<file path="src/rtl/uart_cmd_ctrl_if.sv">
// Bundles the UART byte handshakes and the command/response handshakes of
// uart_cmd_ctrl into one interface.
//   slave  : controller side (uart_cmd_ctrl)
//   master : environment side (UART receiver/transmitter plus core logic)
// Signals:
//   rx_data/rx_rdy/clr_rx_rdy  : receiver byte handshake
//   tx_data/trmt/tx_done       : transmitter byte handshake
//   cmd/cmd_rdy/clr_cmd_rdy    : assembled 24-bit command to the core
//   resp_req/resp_data         : 16-bit response request from the core
//   resp_busy/cmd_err          : response in progress / frame error pulse
interface uart_cmd_ctrl_if;
    logic [7:0]  rx_data;
    logic        rx_rdy;
    logic        clr_rx_rdy;
    logic [7:0]  tx_data;
    logic        trmt;
    logic        tx_done;
    logic [23:0] cmd;
    logic        cmd_rdy;
    logic        clr_cmd_rdy;
    logic        resp_req;
    logic [15:0] resp_data;
    logic        resp_busy;
    logic        cmd_err;

    modport slave (
        input  rx_data, rx_rdy, tx_done, clr_cmd_rdy, resp_req, resp_data,
        output clr_rx_rdy, tx_data, trmt, cmd, cmd_rdy, resp_busy, cmd_err
    );

    modport master (
        output rx_data, rx_rdy, tx_done, clr_cmd_rdy, resp_req, resp_data,
        input  clr_rx_rdy, tx_data, trmt, cmd, cmd_rdy, resp_busy, cmd_err
    );
endinterface

</file>
<file path="src/rtl/uart_cmd_ctrl.sv">
// Command/response sequencer between the host UART and the core logic.
// Assembles received bytes into 24-bit commands {opcode, data_hi, data_lo}
// with an inter-byte timeout, and serializes 16-bit responses high byte first.
// Ports:
//   clk  : system clock, rising edge
//   rst  : synchronous active-high reset
//   bus  : uart_cmd_ctrl_if.slave (UART handshakes, command and response)
// Parameter:
//   TIMEOUT_CYCLES : idle cycles allowed between bytes of one command (>= 4)
// Optional feature (macro UART_CMD_CHKSUM_EN):
//   adds a checksum byte ~(op+hi+lo) to received commands and a checksum
//   byte ~(hi+lo) after each response.
module uart_cmd_ctrl #(
    parameter int unsigned TIMEOUT_CYCLES = 50000
) (
    input  logic           clk,
    input  logic           rst,
    uart_cmd_ctrl_if.slave bus
);

    localparam int unsigned TMO_W = (TIMEOUT_CYCLES > 2) ? $clog2(TIMEOUT_CYCLES) : 1;
    localparam logic [TMO_W-1:0] TMO_LAST = TMO_W'(TIMEOUT_CYCLES - 1);

    typedef enum logic [1:0] {RX_OP, RX_HI, RX_LO, RX_CS} rx_state_e;
    typedef enum logic [1:0] {TX_IDLE, TX_HI, TX_LO, TX_CS} tx_state_e;

    rx_state_e        rx_state_q, rx_state_d;
    tx_state_e        tx_state_q, tx_state_d;
    logic [7:0]       op_q, op_d;
    logic [7:0]       hi_q, hi_d;
    logic [TMO_W-1:0] tmo_q, tmo_d;
    logic             clr_rx_rdy_q, clr_rx_rdy_d;
    logic [23:0]      cmd_q, cmd_d;
    logic             cmd_rdy_q, cmd_rdy_d;
    logic             cmd_err_q, cmd_err_d;
    logic [7:0]       tx_data_q, tx_data_d;
    logic             trmt_q, trmt_d;
    logic [7:0]       resp_lo_q, resp_lo_d;
    logic [1:0]       mask_q, mask_d;
    logic             resp_busy_q, resp_busy_d;
    logic             rx_accept;
    logic             tx_done_ok;
`ifdef UART_CMD_CHKSUM_EN
    logic [7:0]       lo_q, lo_d;
    logic [7:0]       resp_cs_q, resp_cs_d;
    logic [7:0]       rx_cs_c;

    assign rx_cs_c = ~(op_q + hi_q + lo_q);
`endif

    // Stale rx_rdy is still high on the clr_rx_rdy cycle, so it is masked.
    assign rx_accept  = bus.rx_rdy & ~clr_rx_rdy_q;
    // A done seen on the trmt cycle or the one after belongs to the previous byte.
    assign tx_done_ok = bus.tx_done & (mask_q == 2'd0);

    // Next-state and output computation for both FSMs.
    always_comb begin
        rx_state_d   = rx_state_q;
        tx_state_d   = tx_state_q;
        op_d         = op_q;
        hi_d         = hi_q;
        tmo_d        = tmo_q;
        clr_rx_rdy_d = rx_accept;
        cmd_d        = cmd_q;
        cmd_rdy_d    = cmd_rdy_q;
        cmd_err_d    = 1'b0;
        tx_data_d    = tx_data_q;
        trmt_d       = 1'b0;
        resp_lo_d    = resp_lo_q;
        mask_d       = (mask_q != 2'd0) ? mask_q - 2'd1 : 2'd0;
`ifdef UART_CMD_CHKSUM_EN
        lo_d         = lo_q;
        resp_cs_d    = resp_cs_q;
`endif

        // Receive side; a completion below overrides this clear.
        if (bus.clr_cmd_rdy) begin
            cmd_rdy_d = 1'b0;
        end
        tmo_d = (rx_state_q == RX_OP) ? '0 : tmo_q + TMO_W'(1);

        if (rx_accept) begin
            tmo_d = '0;
            case (rx_state_q)
                RX_OP: begin
                    op_d       = bus.rx_data;
                    rx_state_d = RX_HI;
                end
                RX_HI: begin
                    hi_d       = bus.rx_data;
                    rx_state_d = RX_LO;
                end
`ifdef UART_CMD_CHKSUM_EN
                RX_LO: begin
                    lo_d       = bus.rx_data;
                    rx_state_d = RX_CS;
                end
                RX_CS: begin
                    rx_state_d = RX_OP;
                    if (bus.rx_data == rx_cs_c) begin
                        cmd_d     = {op_q, hi_q, lo_q};
                        cmd_rdy_d = 1'b1;
                        cmd_err_d = cmd_rdy_q;
                    end else begin
                        cmd_err_d = 1'b1;
                    end
                end
`else
                RX_LO: begin
                    rx_state_d = RX_OP;
                    cmd_d      = {op_q, hi_q, bus.rx_data};
                    cmd_rdy_d  = 1'b1;
                    cmd_err_d  = cmd_rdy_q;
                end
`endif
                default: rx_state_d = RX_OP;
            endcase
        end else if ((rx_state_q != RX_OP) && (tmo_q == TMO_LAST)) begin
            // Partial frame dropped so the next byte starts a fresh command.
            rx_state_d = RX_OP;
            tmo_d      = '0;
            cmd_err_d  = 1'b1;
        end

        // Transmit side.
        case (tx_state_q)
            TX_IDLE: begin
                if (bus.resp_req) begin
                    tx_data_d  = bus.resp_data[15:8];
                    resp_lo_d  = bus.resp_data[7:0];
`ifdef UART_CMD_CHKSUM_EN
                    resp_cs_d  = ~(bus.resp_data[15:8] + bus.resp_data[7:0]);
`endif
                    trmt_d     = 1'b1;
                    tx_state_d = TX_HI;
                end
            end
            TX_HI: begin
                if (tx_done_ok) begin
                    tx_data_d  = resp_lo_q;
                    trmt_d     = 1'b1;
                    tx_state_d = TX_LO;
                end
            end
`ifdef UART_CMD_CHKSUM_EN
            TX_LO: begin
                if (tx_done_ok) begin
                    tx_data_d  = resp_cs_q;
                    trmt_d     = 1'b1;
                    tx_state_d = TX_CS;
                end
            end
            TX_CS: begin
                if (tx_done_ok) begin
                    tx_state_d = TX_IDLE;
                end
            end
`else
            TX_LO: begin
                if (tx_done_ok) begin
                    tx_state_d = TX_IDLE;
                end
            end
`endif
            default: tx_state_d = TX_IDLE;
        endcase

        if (trmt_d) begin
            mask_d = 2'd2;
        end
        resp_busy_d = (tx_state_d != TX_IDLE);
    end

    // State and output registers.
    always_ff @(posedge clk) begin
        if (rst) begin
            rx_state_q   <= RX_OP;
            tx_state_q   <= TX_IDLE;
            op_q         <= '0;
            hi_q         <= '0;
            tmo_q        <= '0;
            clr_rx_rdy_q <= 1'b0;
            cmd_q        <= '0;
            cmd_rdy_q    <= 1'b0;
            cmd_err_q    <= 1'b0;
            tx_data_q    <= '0;
            trmt_q       <= 1'b0;
            resp_lo_q    <= '0;
            mask_q       <= '0;
            resp_busy_q  <= 1'b0;
`ifdef UART_CMD_CHKSUM_EN
            lo_q         <= '0;
            resp_cs_q    <= '0;
`endif
        end else begin
            rx_state_q   <= rx_state_d;
            tx_state_q   <= tx_state_d;
            op_q         <= op_d;
            hi_q         <= hi_d;
            tmo_q        <= tmo_d;
            clr_rx_rdy_q <= clr_rx_rdy_d;
            cmd_q        <= cmd_d;
            cmd_rdy_q    <= cmd_rdy_d;
            cmd_err_q    <= cmd_err_d;
            tx_data_q    <= tx_data_d;
            trmt_q       <= trmt_d;
            resp_lo_q    <= resp_lo_d;
            mask_q       <= mask_d;
            resp_busy_q  <= resp_busy_d;
`ifdef UART_CMD_CHKSUM_EN
            lo_q         <= lo_d;
            resp_cs_q    <= resp_cs_d;
`endif
        end
    end

    assign bus.clr_rx_rdy = clr_rx_rdy_q;
    assign bus.tx_data    = tx_data_q;
    assign bus.trmt       = trmt_q;
    assign bus.cmd        = cmd_q;
    assign bus.cmd_rdy    = cmd_rdy_q;
    assign bus.resp_busy  = resp_busy_q;
    assign bus.cmd_err    = cmd_err_q;

endmodule

</file>
<file path="src/flat_wrapper.sv">
// flat-port wrapper written by rule: the top's interface ports become plain ports
module uart_cmd_ctrl_flat 
#(
    parameter int unsigned TIMEOUT_CYCLES = 50000
)
  (clk, rst, bus_rx_data, bus_rx_rdy, bus_tx_done, bus_clr_cmd_rdy, bus_resp_req, bus_resp_data, bus_clr_rx_rdy, bus_tx_data, bus_trmt, bus_cmd, bus_cmd_rdy, bus_resp_busy, bus_cmd_err);
  uart_cmd_ctrl_if bus_i ();
  input  logic clk;
  input  logic rst;
  input wire logic [$bits(bus_i.rx_data)-1:0] bus_rx_data;
  input wire logic [$bits(bus_i.rx_rdy)-1:0] bus_rx_rdy;
  input wire logic [$bits(bus_i.tx_done)-1:0] bus_tx_done;
  input wire logic [$bits(bus_i.clr_cmd_rdy)-1:0] bus_clr_cmd_rdy;
  input wire logic [$bits(bus_i.resp_req)-1:0] bus_resp_req;
  input wire logic [$bits(bus_i.resp_data)-1:0] bus_resp_data;
  output wire logic [$bits(bus_i.clr_rx_rdy)-1:0] bus_clr_rx_rdy;
  output wire logic [$bits(bus_i.tx_data)-1:0] bus_tx_data;
  output wire logic [$bits(bus_i.trmt)-1:0] bus_trmt;
  output wire logic [$bits(bus_i.cmd)-1:0] bus_cmd;
  output wire logic [$bits(bus_i.cmd_rdy)-1:0] bus_cmd_rdy;
  output wire logic [$bits(bus_i.resp_busy)-1:0] bus_resp_busy;
  output wire logic [$bits(bus_i.cmd_err)-1:0] bus_cmd_err;
  assign bus_i.rx_data = bus_rx_data;
  assign bus_i.rx_rdy = bus_rx_rdy;
  assign bus_i.tx_done = bus_tx_done;
  assign bus_i.clr_cmd_rdy = bus_clr_cmd_rdy;
  assign bus_i.resp_req = bus_resp_req;
  assign bus_i.resp_data = bus_resp_data;
  assign bus_clr_rx_rdy = bus_i.clr_rx_rdy;
  assign bus_tx_data = bus_i.tx_data;
  assign bus_trmt = bus_i.trmt;
  assign bus_cmd = bus_i.cmd;
  assign bus_cmd_rdy = bus_i.cmd_rdy;
  assign bus_resp_busy = bus_i.resp_busy;
  assign bus_cmd_err = bus_i.cmd_err;
  uart_cmd_ctrl #(.TIMEOUT_CYCLES(TIMEOUT_CYCLES)) u_core (.clk(clk), .rst(rst), .bus(bus_i));
endmodule
</file>
<file path="config.mk">
export PLATFORM = sky130hd
export DESIGN_NAME = uart_cmd_ctrl_flat
export DESIGN_NICKNAME = d
export VERILOG_FILES = /design/src/rtl/uart_cmd_ctrl_if.sv /design/src/rtl/uart_cmd_ctrl.sv /design/src/flat_wrapper.sv
export SDC_FILE = /design/constraint.sdc
export NUM_CORES = 1
export LEC_CHECK = 0
export ABC_AREA = 1
export BUFFER_PORTS_ARGS = -buffer_cell sky130_fd_sc_hd__buf_2
export CORE_ASPECT_RATIO = 1.25
export CORE_MARGIN = 1
export CORE_UTILIZATION = 55
export DETAILED_ROUTE_END_ITERATION = 8
export PLACE_DENSITY = 0.91
export SYNTH_ARGS = -nofsm -noshare
export SYNTH_HDL_FRONTEND = slang
export SYNTH_SLANG_ARGS = --single-unit
</file>
<file path="constraint.sdc">
create_clock -name clk -period 2.1 [get_ports clk]
set_input_delay 0 -clock clk [delete_from_list [all_inputs] [get_ports clk]]
set_output_delay 0 -clock clk [all_outputs]
set_load 0.01 [all_outputs]
</file>
==> impl_metrics.yaml <==
critical_path:
  rrSetupSlack_ns: 0.48
  critPathSlowestCell: "dlygate4sd3_1"
  path_buf_inv: 2
  r2r_end: "u_core.bus.cmd_rdy"
  reg2reg_from: "u_core.bus.clr_rx_rdy"
  cp-start-kind: "flop"
  r2r_cells: 5
  crit_family: "buffers and inverters"
  worstPathMaxFanout: 25
  slowest_delay_ns: 0.56
  crit_chain: "nor2_2 > nand2_1 > buf_4 > a21oi_1 > dlygate4sd3_1"
  end_kind: "flop"
  worst_ep_arrival_time_ns: 1.91
  critPathRequiredTime_ns: 2.39
  path_class: "flop to flop"
clocking:
  clk_pin_slew_ns: 0.08
  cts-root-buf: "clkbuf_8"
  hold_buffers: 22
  clockBufferDepth: 2
  post_cts_resized: 0
  cts_buffers: 9
  cts_tree: "yes"
  post-cts-setup-buffers: 0
  cts_max_level: 3
  clock_sinks: 83
  clock_latency_ns: 0.35
finish:
  multiInputGateArea_mm2: 0.00136
  drive_gt1_share_pct: 21.7
  regArea_mm2: 0.00166
  syn2layout_area_growth_pct: 24.4
  nFillCells: 425
  n_antenna_cell: 0
  post-route-util_pct: 70.6
  layout.nets: 542
drt:
  ant_nets: 0
  viasPerCell: 5.19
  vias: 3021
  drt_iter0_markers: 224
  totalWireLength_um: 7490
  dr.pass1.iters: 7
  wl_per_cell_um: 12.9
  drc: 10
yosys:
  netlist.area_leader.share_pct: 51.0
  avgSynthCellArea_um2: 7.69
  ys_seq_area_share_pct: 51.0
  synth.area.mux_share_pct: 0
  yosys-top-cells-count: "nor2_1 (123), dfxtp_1 (83), o21ai_0 (56)"
  post-synth-top-count-cell: "nor2_1"
  yosys.area_share.adder_pct: 0.384
  synth_top_area_cell: "dfxtp_1"
  async_flop_share_pct: 0
  synth_cell_types: 26
  synth_compound_area_share_pct: 12.1
  synth_ff_type: "dfxtp_1"
  netlist_area_mm2: 0.00326
  yosys_warnings: 0
  synth_edf_count: 0
  synth_cells: 424
  synth.area.top_cells: "dfxtp_1 (51%), nor2_1 (14%), o21ai_0 (8.6%)"
  synth_top_family_by_area: "simple AND/OR/NAND/NOR gates"
  yosys.area_share.simple_pct: 26.1
  synth-xor-area-share_pct: 3.22
  syn-num-nets: 455
  ys_seq_elements: 83
floorplanning:
  rows: 31
  io_pins: 67
  dieArea_mm2: 0.00624
  initial_core_util_pct: 56.8
  fp.coreArea_mm2: 0.00574
  die_w_um: 70.9
  die_y_um: 88.1
worst_hold_path:
  min_path_type: "input port to flop"
  worstHoldStart: "bus_resp_data[14]"
  hold_depth: 5
  hold_end: "u_core.bus.tx_data[6]"
power_and_ir_drop:
  power.density_mw_per_mm2: 801
  p_leak_nw: 1.70
  vdd_drop_max_uv: 403
sta:
  finalMaxSlewViolations: 0
  hold_viol: 0
  worstMarginPinSlew_ns: 0.537
  setup_viol: 0
  period_share_pct: 76.9
  relSlewSlack_pct: 64.1
  timing.setup.tns_ns: 0
  finalCriticalPeriod_ns: 1.62
  finClkSkew_ns: 0.00835
  fmax_mhz: 619
  rsz0062_at_grt: "no"
grt:
  grt_pass1_vias: 2766
  grt_first_pass_wirelength_um: 11800
  grt.total_usage_pct: 24.7
  overflow: 0
  grt_max_degree: 41
  antenna_found_initial: 0
status:
  outcome: "finished with violations"
  failed_checks: "DRC"
placement:
  routabilityCongestion: 0.888
  io_buffer_count: 66
  dp.final_hpwl_um: 4830
job:
  max_cap_viol_count: 0
-- area by class of cell --
type	count	area share (%)
clock inverters	5	1.48
multi-input cells	286	33.6
flip-flops and latches	83	41.0
clock buffers	11	3.73
inverters	40	3.70
repair buffers	91	14.4
well taps	66	2.04
-- flip-flops by register name, indices dropped and copies added (netlist names) --
name and flops:
u_core.bus.cmd_err 1, u_core.resp_lo_q 8, u_core.rx_state_q 2, u_core.bus.cmd 24, u_core.tx_state_q 2, u_core.bus.resp_busy 1, u_core.bus.clr_rx_rdy 1, u_core.tmo_q 16
u_core.bus.trmt 1, u_core.bus.cmd_rdy 1, u_core.mask_q 2, u_core.op_q 8, u_core.bus.tx_data 8, u_core.hi_q 8
-- where the power goes --
part / switching, mW / total (mW) / leakage [nW] / internal, mW
sequential: 0.0385 / 1.69 / 0.677 / 1.65
clock: 0.572 / 1.19 / 0.106 / 0.618
combinational: 0.220 / 0.366 / 0.915 / 0.147
total: 0.830 / 3.25 / 1.70 / 2.42
-- cell usage in the layout (no fill, tap or decap) --
master         netlist  routed
clkbuf_8             0      11
nand2_1             33      33
nand3b_1             1       1
o21ai_1              8       8
clkinv_4             0       1
nor4_1               1       1
inv_2                5       5
inv_6                0       1
clkinv_2             0       1
dlygate4sd3_1        0      22
ha_1                 1       1
buf_4                4       2
nor3_1               1       1
clkinvlp_4           0       1
a21oi_1             15      15
nand4_4              1       1
nand2_2              2       2
xnor2_1              8       8
inv_1               35      35
bufinv_16            0       1
nor2_2              14      14
nor2_4               1       1
nand3_2              3       3
nand3_1             11      11
nand4_1              2       2
buf_2                2      66
nor2_1             123     123
xor2_1               4       4
dfxtp_1             83      83
o21ai_0             56      56
buf_12               0       1
nor3_4               1       1
-- stage by stage --
stage	setup WS, ns	total power [mW]	cells	cell area (µm²)	hold slack (ns)
CTS	0.508	3.26	582	4060	0.00298
detailed placement	0.641	2.05	544	3620	0.270
global route	0.413	3.38	582	4060	0.0174
global placement	0.710	2.04	544	3620	0.257
floorplan	0.765	1.94	424	3260	0.0787
finish	0.484	3.25	582	4060	0.0143
-- per-layer routing --
layer / part of all wire, % / up-vias / global-route usage (%) / wire length (µm)
met3: 5.6 / 23 / 4.49 / 418
met1: 39 / 1362 / 26.3 / 2920
met5: 0 / - / 0 / 0
met4: 3.1 / 0 / 15.3 / 232
met2: 52 / 128 / 45.3 / 3920
li1: - / 1508 / - / -
-- tightest hold or removal path: cells and delay by family --
kind,cells,cell delay [ns]
AO/OA/AOI/OAI,2,0.13
buffers and inverters,1,0.08
AND/OR/NAND/NOR,2,0.12
-- worst max-delay path by stage --
stage / startpoint / cells past startpoint / endpoint / slack [ns]
2_1_floorplan: u_core.tmo_q[0] / 7 / u_core.tmo_q[3] / 0.76
3_3_place_gp: u_core.tmo_q[0] / 6 / u_core.tmo_q[13] / 0.71
3_5_place_dp: u_core.tmo_q[0] / 6 / u_core.tmo_q[12] / 0.64
4_1_cts: u_core.bus.clr_rx_rdy / 5 / u_core.bus.cmd_rdy / 0.51
5_1_grt: u_core.bus.clr_rx_rdy / 5 / u_core.bus.cmd_rdy / 0.41
6_report: u_core.bus.clr_rx_rdy / 5 / u_core.bus.cmd_rdy / 0.48
-- cell families (layout without fill, tap and decap cells) --
family          Yosys count  after routing
simple gates            194            194
compound gates           79             79
buf+inv                  55            147
fa+ha+maj                 1              1
flops                    83             83
xor+xnor                 12             12
Power figures use the tool's default switching activity.
